[config.mk]
export PLATFORM = sky130hd
export DESIGN_NAME = instruction_fetch_stage_flat
export DESIGN_NICKNAME = d
export VERILOG_FILES = /design/src/rtl/instruction_fetch_stage_pkg.sv /design/src/rtl/instruction_fetch_stage_if.sv /design/src/rtl/instruction_fetch_stage_ifid.sv /design/src/rtl/instruction_fetch_stage.sv /design/src/flat_wrapper.sv
export SDC_FILE = /design/constraint.sdc
export NUM_CORES = 1
export LEC_CHECK = 0
export ABC_AREA = 1
export ABC_CLOCK_PERIOD_IN_PS = 1600
export BUFFER_PORTS_ARGS = -buffer_cell sky130_fd_sc_hd__buf_2
export CAP_MARGIN = 25
export CORE_UTILIZATION = 26
export CTS_CLUSTER_DIAMETER = 150
export DETAILED_ROUTE_END_ITERATION = 8
export RECOVER_POWER = 50
export SETUP_SLACK_MARGIN = 0.5
export SYNTH_ARGS = -nofsm -noshare
export SYNTH_HDL_FRONTEND = slang
export SYNTH_HIERARCHICAL = 1
export SYNTH_SLANG_ARGS = --single-unit
[constraint.sdc]
create_clock -name clk -period 1.6 [get_ports clk]
set_input_delay 0.32 -clock clk [delete_from_list [all_inputs] [get_ports clk]]
set_output_delay 0.32 -clock clk [all_outputs]
set_load 0.05 [all_outputs]
[src/rtl/instruction_fetch_stage_pkg.sv]
// ============================================================================
// Module  : instruction_fetch_stage_pkg
// Purpose : Shared constants, state encoding and types for the fetch stage.
// Rev     : 1.0  initial release
// ============================================================================
`default_nettype none

package instruction_fetch_stage_pkg;

    localparam logic [5:0]  c_j_opcode  = 6'b000010;
    localparam logic [0:0]  c_st_run    = 1'b0;
    localparam logic [0:0]  c_st_halted = 1'b1;
    localparam logic [31:0] c_nop_word  = 32'h0000_0000;

    typedef struct packed {
        logic [31:0] instruction;
        logic [31:0] pc_plus4;
        logic        valid;
    } ifid_t;

    // A halt is a J whose target word address equals the word address of the PC.
    function automatic logic is_self_jump(input logic [31:0] instr,
                                          input logic [25:0] pc_word);
        return (instr[31:26] == c_j_opcode) && (instr[25:0] == pc_word);
    endfunction

endpackage

`default_nettype wire

[src/rtl/instruction_fetch_stage_if.sv]
// ============================================================================
// Module  : instruction_fetch_stage_if
// Purpose : Control, instruction-memory and IF/ID signals of the fetch stage.
// Rev     : 1.0  initial release
// ============================================================================
`default_nettype none

interface instruction_fetch_stage_if;

    logic        stall;
    logic        flush;
    logic        redirect;
    logic [31:0] redirect_pc;
    logic [31:0] instr_in;
    logic [31:0] instr_addr;
    logic [31:0] ifid_instruction;
    logic [31:0] ifid_pc_plus4;
    logic        ifid_valid;
    logic        halted;

    // Pipeline control and instruction memory side.
    modport master (
        output stall, flush, redirect, redirect_pc, instr_in,
        input  instr_addr, ifid_instruction, ifid_pc_plus4, ifid_valid, halted
    );

    // Fetch stage side.
    modport slave (
        input  stall, flush, redirect, redirect_pc, instr_in,
        output instr_addr, ifid_instruction, ifid_pc_plus4, ifid_valid, halted
    );

endinterface

`default_nettype wire

[src/rtl/instruction_fetch_stage_ifid.sv]
// ============================================================================
// Module  : ifid_register
// Purpose : IF/ID pipeline register with reset > bubble > load > hold priority.
// Rev     : 1.0  initial release
// ============================================================================
`default_nettype none

module ifid_register
    import instruction_fetch_stage_pkg::*;
#(
    parameter logic [31:0] NOP_WORD = c_nop_word
) (
    input  wire logic        clk,
    input  wire logic        rst,
    input  wire logic        load,
    input  wire logic        bubble,
    input  wire logic [31:0] instr_in,
    input  wire logic [31:0] pc_plus4_in,
    output ifid_t            entry
);

    ifid_t r_entry;

    always_ff @(posedge clk) begin
        if (rst) begin
            r_entry.instruction <= NOP_WORD;
            r_entry.pc_plus4    <= 32'h0000_0000;
            r_entry.valid       <= 1'b0;
        end else if (bubble) begin
            r_entry.instruction <= NOP_WORD;
            r_entry.pc_plus4    <= pc_plus4_in;
            r_entry.valid       <= 1'b0;
        end else if (load) begin
            r_entry.instruction <= instr_in;
            r_entry.pc_plus4    <= pc_plus4_in;
            r_entry.valid       <= 1'b1;
        end
    end

    assign entry = r_entry;

endmodule

`default_nettype wire

[src/rtl/instruction_fetch_stage.sv]
// ============================================================================
// Module  : instruction_fetch_stage
// Purpose : PC register, next-PC selection and RUN/HALTED control for fetch.
// Rev     : 1.0  initial release
// ============================================================================
`default_nettype none

module instruction_fetch_stage
    import instruction_fetch_stage_pkg::*;
#(
    parameter logic [31:0] RESET_PC = 32'h0000_0000,
    parameter logic [31:0] NOP_WORD = c_nop_word
) (
    input  wire logic                      clk,
    input  wire logic                      rst,
    instruction_fetch_stage_if.slave       bus
);

    logic [31:0] r_pc;
    logic [0:0]  r_state;
    logic [31:0] w_pc_plus4;
    logic [31:0] w_redirect_target;
    logic        w_is_halted;
    logic        w_halt_detect;
    logic        w_bubble;
    ifid_t       w_ifid;

    assign w_pc_plus4        = r_pc + 32'd4;
    assign w_redirect_target = {bus.redirect_pc[31:2], 2'b00};
    assign w_is_halted       = (r_state == c_st_halted);

    assign w_halt_detect = (r_state == c_st_run) && !bus.stall && !bus.flush
                        && !bus.redirect && is_self_jump(bus.instr_in, r_pc[27:2]);

    // The self-jump target is the current PC, so the PC also holds on the halting edge.
    always_ff @(posedge clk) begin
        if (rst) begin
            r_pc <= RESET_PC;
        end else if (bus.redirect) begin
            r_pc <= w_redirect_target;
        end else if (w_is_halted || w_halt_detect) begin
            r_pc <= r_pc;
        end else if (bus.stall) begin
            r_pc <= r_pc;
        end else begin
            r_pc <= w_pc_plus4;
        end
    end

    always_ff @(posedge clk) begin
        if (rst) begin
            r_state <= c_st_run;
        end else if (bus.redirect) begin
            r_state <= c_st_run;
        end else if (w_halt_detect) begin
            r_state <= c_st_halted;
        end
    end

    // HALTED bubbles every cycle regardless of stall or flush.
    assign w_bubble = bus.redirect || bus.flush || w_is_halted;

    ifid_register #(
        .NOP_WORD (NOP_WORD)
    ) u_ifid (
        .clk         (clk),
        .rst         (rst),
        .load        (!bus.stall),
        .bubble      (w_bubble),
        .instr_in    (bus.instr_in),
        .pc_plus4_in (w_pc_plus4),
        .entry       (w_ifid)
    );

    assign bus.instr_addr       = r_pc;
    assign bus.ifid_instruction = w_ifid.instruction;
    assign bus.ifid_pc_plus4    = w_ifid.pc_plus4;
    assign bus.ifid_valid       = w_ifid.valid;
    assign bus.halted           = w_is_halted;

endmodule

`default_nettype wire

[src/flat_wrapper.sv]
// flat-port wrapper written by rule: the top's interface ports become plain ports
module instruction_fetch_stage_flat import instruction_fetch_stage_pkg::*;
#(
    parameter logic [31:0] RESET_PC = 32'h0000_0000,
    parameter logic [31:0] NOP_WORD = c_nop_word
)
  (clk, rst, bus_stall, bus_flush, bus_redirect, bus_redirect_pc, bus_instr_in, bus_instr_addr, bus_ifid_instruction, bus_ifid_pc_plus4, bus_ifid_valid, bus_halted);
  instruction_fetch_stage_if bus_i ();
  input  wire logic clk;
  input  wire logic rst;
  input wire logic [$bits(bus_i.stall)-1:0] bus_stall;
  input wire logic [$bits(bus_i.flush)-1:0] bus_flush;
  input wire logic [$bits(bus_i.redirect)-1:0] bus_redirect;
  input wire logic [$bits(bus_i.redirect_pc)-1:0] bus_redirect_pc;
  input wire logic [$bits(bus_i.instr_in)-1:0] bus_instr_in;
  output wire logic [$bits(bus_i.instr_addr)-1:0] bus_instr_addr;
  output wire logic [$bits(bus_i.ifid_instruction)-1:0] bus_ifid_instruction;
  output wire logic [$bits(bus_i.ifid_pc_plus4)-1:0] bus_ifid_pc_plus4;
  output wire logic [$bits(bus_i.ifid_valid)-1:0] bus_ifid_valid;
  output wire logic [$bits(bus_i.halted)-1:0] bus_halted;
  assign bus_i.stall = bus_stall;
  assign bus_i.flush = bus_flush;
  assign bus_i.redirect = bus_redirect;
  assign bus_i.redirect_pc = bus_redirect_pc;
  assign bus_i.instr_in = bus_instr_in;
  assign bus_instr_addr = bus_i.instr_addr;
  assign bus_ifid_instruction = bus_i.ifid_instruction;
  assign bus_ifid_pc_plus4 = bus_i.ifid_pc_plus4;
  assign bus_ifid_valid = bus_i.ifid_valid;
  assign bus_halted = bus_i.halted;
  instruction_fetch_stage #(.RESET_PC(RESET_PC), .NOP_WORD(NOP_WORD)) u_core (.clk(clk), .rst(rst), .bus(bus_i));
endmodule
==> impl_metrics.json, run 1 <==
{
  "io_pins": 167,
  "rsz0062_at_grt": "yes",
  "synth_enable_flop_cells": 0,
  "postSynthCellCount": 843,
  "setup_viol": 48,
  "setup_slack_ns": -0.224,
  "routed_wl_um": 23300,
  "power_switching_mw": 2.38,
  "nFillCells": 1865,
  "hp-class": "in2reg",
  "cts_tree": "built",
  "first_global_vias": 6451,
  "seq_area_um2": 2110,
  "synth_most_common_cell": "nand2_1",
  "num_rows": 52,
  "cts_hold_buffers": 0,
  "reg2reg_depth": 11,
  "syn_area_per_cell_um2": 6.54,
  "power.clock.fraction_pct": 32.8,
  "synth_common_cells": "nand2_1 (338), nor2_1 (118), dfxtp_1 (96), inv_1 (78), nand3_1 (34)",
  "period_minus_slack_ns": 1.82,
  "grt-ovfl-total": 0,
  "r2r_setup_slack_ns": -0.22,
  "drc": 0,
  "timing.critical_path.from": "u_core/bus.instr_addr[2]",
  "synthMuxAreaShare_pct": 0.907,
  "grt_pass1_wl_um": 34700,
  "synth_top_area_share_pct": 34.8,
  "ir_drop_mv": 0.377,
  "tns_ns": -7.22,
  "fmax_mhz": 548,
  "p_leak_nw": 5.44,
  "yosysSeqAreaShare_pct": 34.8,
  "drv_cap": 0,
  "drive_gt1_share_pct": 54.3,
  "ys_types": 38,
  "cp.required_ns": 1.90,
  "async_flop_share_pct": 0,
  "insertion_delay_ns": 0.36,
  "cp-start-kind": "register",
  "ant_nets": 0,
  "pwr-share-comb_pct": 30.1,
  "cp_max_fo": 6,
  "p_sw_share_pct": 33.7,
  "worst_pin_slew_ns": 0.528,
  "hold_violations": 0,
  "power_frac_seq_pct": 37.1,
  "worst-setup-path-type": "reg2reg",
  "fp.coreArea_um2": 20500,
  "crit_end": "u_core/bus.instr_addr[22]",
  "synthAdderAreaFrac_pct": 0.227,
  "yosys.area_share.simple_pct": 39.1,
  "period_share_pct": 114,
  "clkTransAtPathRegs_ns": 0.07,
  "powerDensity_nw_per_um2": 678,
  "arrival_ns": 2.12,
  "drv_slew": 0,
  "synth_compound_area_share_pct": 7.83,
  "die-height_um": 148,
  "ys.warnings.count": 6,
  "synth_ff_type": "dfxtp_1",
  "worst_r2r_endpoint": "u_core/bus.instr_addr[22]",
  "status": "finished with violations",
  "grt_max_degree": 50,
  "syn_to_final_growth_pct": 89.1,
  "cts.path.max_buffers": 2,
  "synth-seq-cells": 96,
  "multi_input_area_um2": 3890,
  "synth_top_family_by_area": "simple AND/OR/NAND/NOR gates",
  "whs_ns": 0.222,
  "vias": 6583,
  "clock-sinks": 96,
  "die-area_um2": 21800,
  "fin_util_pct": 50.9,
  "cts-root-buf": "clkbuf_16",
  "finClkSkew_ns": 0.0107,
  "fin_nets": 1242,
  "drt_iter0_markers": 448,
  "dp_hpwl_um": 14700,
  "cts_buffers": 9,
  "maxSlewHeadroom_pct": 64.7,
  "drt_pre_antenna_iters": 5,
  "antenna_found_initial": 5,
  "grtUsageTotal_pct": 20.8,
  "initial_core_util_pct": 26.9,
  "violations": "setup timing",
  "crit_path_end_kind": "register",
  "yosysTopAreaCell": "dfxtp_1",
  "vias_per_cell": 4.54,
  "synth_area_um2": 5520,
  "synthXorXnorAreaFrac_pct": 5.97,
  "avgRoutedWirePerCell_um": 16.1,
  "dieWidth_um": 148,
  "p_int_mw": 4.69,
  "synth_top_cells_by_area": "dfxtp_1 (35%), nand2_1 (23%), nor2_1 (8.0%), inv_1 (5.3%), a21oi_2 (5.2%)",
  "rr_startpoint": "u_core/bus.instr_addr[2]",
  "port_buffers": 162,
  "htreeDepth": 3,
  "gp_congestion": 0.930
}
## how the worst min path moves through the flow
| stage | start | to | slack [ns] | cells after the start |
|---|---|---|---|---|
| after global routing | bus_instr_in[30] | u_core/u_ifid/entry[63] | 0.22 | 3 |
| after CTS | bus_instr_in[30] | u_core/u_ifid/entry[63] | 0.21 | 3 |
| after detailed placement | u_core/u_ifid/entry[51] | u_core/u_ifid/entry[51] | 0.46 | 2 |
| after floorplan | bus_instr_in[27] | u_core/u_ifid/entry[60] | 0.47 | 2 |
| after global placement | u_core/u_ifid/entry[48] | u_core/u_ifid/entry[48] | 0.45 | 2 |
| final | bus_instr_in[1] | u_core/u_ifid/entry[34] | 0.22 | 3 |
## metal layers
layer | global-route usage (%) | wire (um) | vias to the layer above
li1 | - | - | 3226
met1 | 24.9 | 9470 | 3035
met2 | 34.8 | 11200 | 250
met3 | 5.96 | 1850 | 68
met4 | 8.87 | 743 | 4
met5 | 0 | 22 | -
## timing repair
action,CTS,global route
buffers inserted,40,31
pin swaps,64,43
endpoints found under the setup margin,192,192
cloned,12,2
resized for setup,508,133
## worst max-delay path: stages (launching register included)
cell and delay, ns:
dfxtp_4 0.39, ha_4 0.15, nand3_4 0.09, nor3_4 0.26, buf_6 0.16, nand2_4 0.08, nor2_4 0.14, xor2_2 0.19
nand2_1 0.07, nand2_1 0.06, nand2_1 0.06, a21oi_2 0.10
## stage by stage
stage | cell area (um^2) | power [mW] | worst slack [ns] | cells
CTS | 9990 | 7.05 | -0.155 | 1414
floorplan | 5770 | 3.63 | -0.142 | 846
global placement | 7450 | 4.17 | -0.265 | 1346
finish | 10400 | 7.08 | -0.224 | 1451
global route | 10400 | 7.35 | -0.356 | 1447
detailed placement | 7450 | 4.18 | -0.270 | 1346
## placed cells by master (no fill, tap or decap), types with 10 or more instances in the layout
| cell type | instances |
|---|---|
| a21oi_1 | 11 |
| a21oi_2 | 46 |
| nor2_1 | 76 |
| dlymetal6s2s_1 | 42 |
| clkbuf_2 | 25 |
| inv_1 | 71 |
| dfxtp_4 | 29 |
| dfxtp_2 | 67 |
| nand2_2 | 52 |
| nor2_4 | 18 |
| buf_4 | 100 |
| nand2_1 | 270 |
| xor2_2 | 10 |
| clkbuf_16 | 13 |
| buf_12 | 14 |
| buf_8 | 28 |
| buf_2 | 66 |
| buf_6 | 69 |
| nor2_2 | 27 |
| nand2_4 | 22 |
| nand3_1 | 31 |
## layout make-up
cell class / instances / area share (%)
Multi-Input combinational cell: 633 / 37.3
Timing Repair Buffer: 353 / 33.1
Sequential cell: 96 / 20.3
Tap cell: 270 / 3.24
Inverter: 79 / 2.97
Clock buffer: 13 / 2.81
Clock inverter: 3 / 0.192
Antenna cell: 4 / 0.0960
## kinds of logic after synthesis
| kind of cell | after synthesis |
|---|---|
| flops | 96 |
| other cells | 1 |
| fa+ha+maj | 1 |
| mux | 5 |
| simple gates | 523 |
| buf+inv | 121 |
| compound gates | 61 |
| xor+xnor | 35 |
## sequential cells by signal, summed over array words and instances (netlist names)
name / count
u_core/u_ifid/entry: 65
u_core/bus.instr_addr: 30
u_core/bus.halted: 1
## power by group through the flow
stage                     clock (mW)  sequential (mW)  combinational [mW]
after floorplan                    0             3.03               0.603
after global placement             0             2.65                1.52
after detailed placement           0             2.66                1.52
after CTS                       2.36             2.64                2.04
after global routing            2.45             2.64                2.27
final                           2.32             2.62                2.13
Power figures use the tool's default switching activity.
==> run 2: changes to the inputs <==
Settings changed: ABC_CLOCK_PERIOD_IN_PS 1600 to 1810, GPL_TIMING_DRIVEN set to 0.
Clock period 1.6 ns to 1.81 ns, I/O delays scaled along.
==> run 2 against run 1 <==
Effect of this change: the flow still finishes with violations (setup timing); clock power decreased by 23%; sequential power decreased by 11%; count of clock-buffer cells in the layout increased by 1; sequential share of layout area increased by 3.3 points; flip-flop and latch count unchanged; clock skew decreased by 0.0041 ns; critical path depth increased by 1; combinational power decreased by 29%; first-iteration DRC count decreased by 14%; setup slack improved by 0.15 ns; cell count decreased by 7.3%; register-to-register slack improved by 0.15 ns; critical path type unchanged; highest routed layer is now met4.
==> impl_metrics.json, run 2 (synthesis results as in run 1) <==
{
  "insertion_delay_ns": 0.35,
  "worst_pin_slew_ns": 0.732,
  "arrival_ns": 2.10,
  "port_buffers": 161,
  "largest_register_ffs": 65,
  "gp_congestion": 0.893,
  "clock-sinks": 96,
  "antenna_found_initial": 1,
  "fmax_mhz": 532,
  "cp_max_fo": 4,
  "violations": "setup timing",
  "powerDensity_nw_per_um2": 656,
  "drive_gt1_share_pct": 38.0,
  "whs_ns": 0.268,
  "hp-class": "in2reg",
  "drt_iter0_markers": 387,
  "cp.required_ns": 2.03,
  "dpl-instance-area_um2": 6900,
  "layout_common_cells": "nand2_1 (293), buf_2 (73), inv_1 (70), nor2_1 (70), dfxtp_1 (66)",
  "drv_cap": 0,
  "status": "finished with violations",
  "cts_tree": "built",
  "clkTransAtPathRegs_ns": 0.07,
  "power_switching_mw": 1.92,
  "fp.coreArea_um2": 20500,
  "final_common_cell": "nand2_1",
  "cp-start-kind": "register",
  "period_share_pct": 104,
  "cts_buffers": 9,
  "die-area_um2": 21800,
  "final_area_um2": 8600,
  "ant_nets": 0,
  "grt-ovfl-total": 0,
  "first_global_vias": 5521,
  "die-height_um": 148,
  "p_leak_nw": 3.74,
  "ir_drop_mv": 0.290,
  "power.clock.fraction_pct": 31.8,
  "io_pins": 167,
  "grt_max_degree": 15,
  "setup_slack_ns": -0.0694,
  "num_rows": 52,
  "grtUsageTotal_pct": 18.2,
  "cts.path.max_buffers": 2,
  "routed_wl_um": 21000,
  "drt_pre_antenna_iters": 5,
  "p_sw_share_pct": 34.1,
  "syn_to_final_growth_pct": 55.9,
  "grt_pass1_wl_um": 30200,
  "power_mw": 5.64,
  "rsz0062_at_grt": "yes",
  "drv_slew": 0,
  "fin_nets": 1140,
  "setup_viol": 7,
  "maxSlewHeadroom_pct": 51.1,
  "cts-root-buf": "clkbuf_16",
  "cts_hold_buffers": 0,
  "vias_per_cell": 4.45,
  "dp_hpwl_um": 15100,
  "finClkSkew_ns": 0.00661,
  "power_frac_seq_pct": 41.4,
  "n_antenna_cell": 0,
  "fin_util_pct": 42.0,
  "avgRoutedWirePerCell_um": 15.6,
  "drc": 0,
  "worst-setup-path-type": "reg2reg",
  "vias": 5991,
  "pwr-share-comb_pct": 26.9,
  "p_int_mw": 3.72,
  "dieWidth_um": 148,
  "period_minus_slack_ns": 1.88,
  "hold_violations": 0,
  "crit_path_end_kind": "register",
  "initial_core_util_pct": 26.9,
  "htreeDepth": 3
}
-- run 2: cell types whose count changed in the layout (fill, tap and decap cells not counted), moves of 8 or more --
cell,change
nand2_4,-8
buf_12,-10
buf_4,-55
a21oi_2,-20
buf_6,-32
a21oi_1,+20
dlymetal6s2s_1,-42
dfxtp_1,+66
dfxtp_2,-63
nand2_2,-19
clkbuf_2,-22
clkbuf_1,+61
nand2_1,+23
-- run 2: cell type report --
class,count,area [um^2]
fill,2094,11900
multi-input combinational,629,3760
sequential,96,2020
timing repair buffer,213,1570
buffer,42,343
tap,270,338
inverter,79,304
clock buffer,14,254
clock inverter,2,10.0
-- run 2: per-layer routing --
layer / up-vias / GRT usage [%] / wire length, um / share of wire (%)
li1: 3011 / - / - / -
met1: 2728 / 22.7 / 9090 / 43
met2: 211 / 29.8 / 9860 / 47
met3: 41 / 4.48 / 1400 / 6.7
met4: 0 / 8.04 / 665 / 3.2
met5: - / 0 / 0 / 0
-- run 2: timing repair --
action / in CTS / in global routing
gates cloned: 0 / 3
endpoints found under the hold margin: 0 / 0
gates resized for setup: 201 / 163
setup endpoints to repair: 160 / 90
pin swaps: 41 / 68
setup buffers: 31 / 18
-- run 2: path summary, 6_finish.rpt --
kind	slack, ns	start	end	cells after the start
min reg2reg	0.46	u_core/u_ifid/entry[38]	u_core/u_ifid/entry[38]	2
max	-0.07	u_core/bus.instr_addr[12]	u_core/bus.instr_addr[31]	12
min	0.27	bus_instr_in[27]	u_core/u_ifid/entry[60]	3
max reg2reg	-0.07	u_core/bus.instr_addr[12]	u_core/bus.instr_addr[31]	12
-- run 2: worst max-delay path, stage by stage (launching register included) --
cell        delay (ns)
dfxtp_4           0.38
clkinvlp_4        0.12
buf_12            0.15
nor3_4            0.27
nand3_4           0.17
inv_2             0.09
nand2_1           0.06
nand2_1           0.11
nand2_2           0.11
nand2_1           0.09
nand2_1           0.08
nand2_2           0.06
a21oi_1           0.05
-- run 2: through the flow --
| stage | TNS (ns) | cells | setup slack [ns] |
|---|---|---|---|
| finish | -0.153 | 1345 | -0.0694 |
| global route | -4.14 | 1345 | -0.123 |
| CTS | 0 | 1324 | 0.0776 |
| detailed placement | -3.08 | 1277 | -0.125 |
| global placement | -2.63 | 1277 | -0.119 |
| floorplan | 0 | 846 | 0.0678 |
-- run 2: power by group through the flow --
stage / Sequential [mW] / Combinational (mW) / Clock [mW]
6_report: 2.33 / 1.52 / 1.79
5_1_grt: 2.35 / 1.62 / 1.92
4_1_cts: 2.33 / 1.39 / 1.85
3_5_place_dp: 2.36 / 1.22 / 0
3_3_place_gp: 2.36 / 1.22 / 0
2_1_floorplan: 2.68 / 0.529 / 0
==> run 3: changes to the inputs <==
Settings changed: PLACE_DENSITY set to 0.56.
==> run 3 against run 2 <==
Effect of this change: the flow now finishes without violations; clock skew shrank 0.0011 ns; setup slack gained 0.086 ns; register-to-register slack gained 0.09 ns; clock power grew 6%; non-clock buffer count grew 2; wire length shrank 1.5%; first-iteration DRC count shrank 20%; maximum frequency grew 4.8%; sequential power is essentially flat; combinational power shrank 3%.
==> impl_metrics.json, run 3 (synthesis results as in run 1) <==
{
  "fin_nets": 1142,
  "clock-sinks": 96,
  "vias": 5964,
  "port_buffers": 161,
  "routed_wl_um": 20700,
  "critPathMaxStageDelay_ns": 0.39,
  "ant_nets": 0,
  "cts-root-buf": "clkbuf_16",
  "io_pins": 167,
  "drv_slew": 0,
  "grt_max_degree": 16,
  "fp.coreArea_um2": 20500,
  "setup_viol": 0,
  "p_leak_nw": 3.71,
  "final_cells": 1347,
  "n_antenna_cell": 0,
  "num_rows": 52,
  "die-area_um2": 21800,
  "layout_common_cells": "nand2_1 (298), nor2_1 (79), clkbuf_1 (78)",
  "largest_register_ffs": 65,
  "cpMostUsedCell": "nand2_1",
  "cts_buffers": 9,
  "drc": 0,
  "htreeDepth": 3,
  "avgRoutedWirePerCell_um": 15.4,
  "drt_iter0_markers": 310,
  "die-height_um": 148,
  "setup_slack_ns": 0.0162,
  "critPathSlowestCell": "dfxtp_4",
  "r2r_setup_slack_ns": 0.02,
  "cp.required_ns": 2.02,
  "period_share_pct": 99.1,
  "hold_violations": 0,
  "cts.path.max_buffers": 2,
  "antenna_found_initial": 0,
  "grt_pass1_wl_um": 30200,
  "reg2reg_depth": 12,
  "drive_gt1_share_pct": 36.3,
  "syn_to_final_growth_pct": 56.1,
  "drt_pre_antenna_iters": 5,
  "finClkSkew_ns": 0.00550,
  "drv_cap": 0,
  "dieWidth_um": 148,
  "clkTransAtPathRegs_ns": 0.07,
  "dp_hpwl_um": 15300,
  "grtUsageTotal_pct": 18.1,
  "crit_path_end_kind": "register",
  "cts_tree": "built",
  "first_global_vias": 5489,
  "cp-start-kind": "register",
  "initial_core_util_pct": 26.9,
  "final_common_cell": "nand2_1",
  "arrival_ns": 2.01,
  "worst_r2r_endpoint": "u_core/bus.instr_addr[10]",
  "worst-setup-path-type": "reg2reg",
  "crit_end": "u_core/bus.instr_addr[10]",
  "hp-class": "in2reg",
  "dp_slack_ns": -0.130,
  "fmax_mhz": 557,
  "dp.cells": 1277,
  "rsz0062_at_grt": "yes",
  "insertion_delay_ns": 0.35,
  "period_minus_slack_ns": 1.79,
  "maxSlewHeadroom_pct": 57.3,
  "status": "finished clean",
  "cp_cell_sequence": "inv_1, nand2_1, nand2_1, nor2_1, nand3_1, nor2_1, nand2_1, nand3_4, nand2_8, buf_8, nand2_1, a21oi_1",
  "grt-ovfl-total": 0,
  "powerDensity_nw_per_um2": 664,
  "cp_max_fo": 10,
  "rr_startpoint": "u_core/bus.instr_addr[23]",
  "gp_congestion": 0.920,
  "timing.critical_path.from": "u_core/bus.instr_addr[23]",
  "worst_pin_slew_ns": 0.643,
  "ir_drop_mv": 0.329,
  "vias_per_cell": 4.43,
  "power_mw": 5.71
}
run 3: cell types whose count changed in the layout (fill, tap and decap cells not counted), sizes merged:
cell      change
clkbuf       +14
bufinv        +1
buf          -17
clkinvlp      -1
inv           +2
clkinv        +3
run 3: through the flow:
step                area, um^2  utilization (%)  hold WS, ns  setup TNS, ns
floorplan                 5750                -        0.501              0
global placement          6900             33.6        0.448          -3.39
detailed placement        6900             33.6        0.456          -3.20
CTS                       7950             38.8        0.264              0
global route              8610             42.0        0.271          -1.72
finish                    8610             42.0        0.275              0
run 3: worst min-delay path by stage:
stage | cells after the start | slack, ns | from | to
floorplan | 2 | 0.50 | bus_instr_in[27] | u_core/u_ifid/entry[60]
global placement | 2 | 0.45 | u_core/u_ifid/entry[62] | u_core/u_ifid/entry[62]
detailed placement | 2 | 0.46 | u_core/u_ifid/entry[62] | u_core/u_ifid/entry[62]
CTS | 3 | 0.26 | bus_instr_in[27] | u_core/u_ifid/entry[60]
global route | 3 | 0.27 | bus_instr_in[27] | u_core/u_ifid/entry[60]
finish | 3 | 0.27 | bus_instr_in[28] | u_core/u_ifid/entry[61]
run 3: what timing repair did:
item	in CTS	in global routing
hold buffers	0	0
hold endpoints to repair	0	0
pin swaps	30	62
gates resized for setup	170	163
gates cloned	0	7
setup buffers	24	23
endpoints found under the setup margin	164	131
run 3: layout make-up:
class	instances	area, um^2
repair buffers	215	1550
clock inverters	7	61.3
inverters	79	308
flip-flops and latches	96	2030
well taps	270	338
fillers	2160	11900
clock buffers	9	225
plain buffers	42	415
multi-input cells	629	3680
run 3: critical path, delay by kind of cell (launching register included):
family          cells  cell delay (ns)
compound gates      1             0.06
buf+inv             2             0.24
flops               1             0.39
simple gates        9             0.96
run 3: routing by layer:
layer	wire [um]	global-route usage, %	part of all wire [%]
met5	0	0	0
met4	552	5.62	2.7
met3	1420	4.32	6.9
met2	9740	29.9	47
met1	8980	23.2	43
run 3: power by group:
part | switching (mW) | total (mW) | internal [mW]
sequential | 0.128 | 2.33 | 2.20
clock | 0.842 | 1.90 | 1.06
combinational | 0.953 | 1.48 | 0.530
total | 1.92 | 5.71 | 3.79
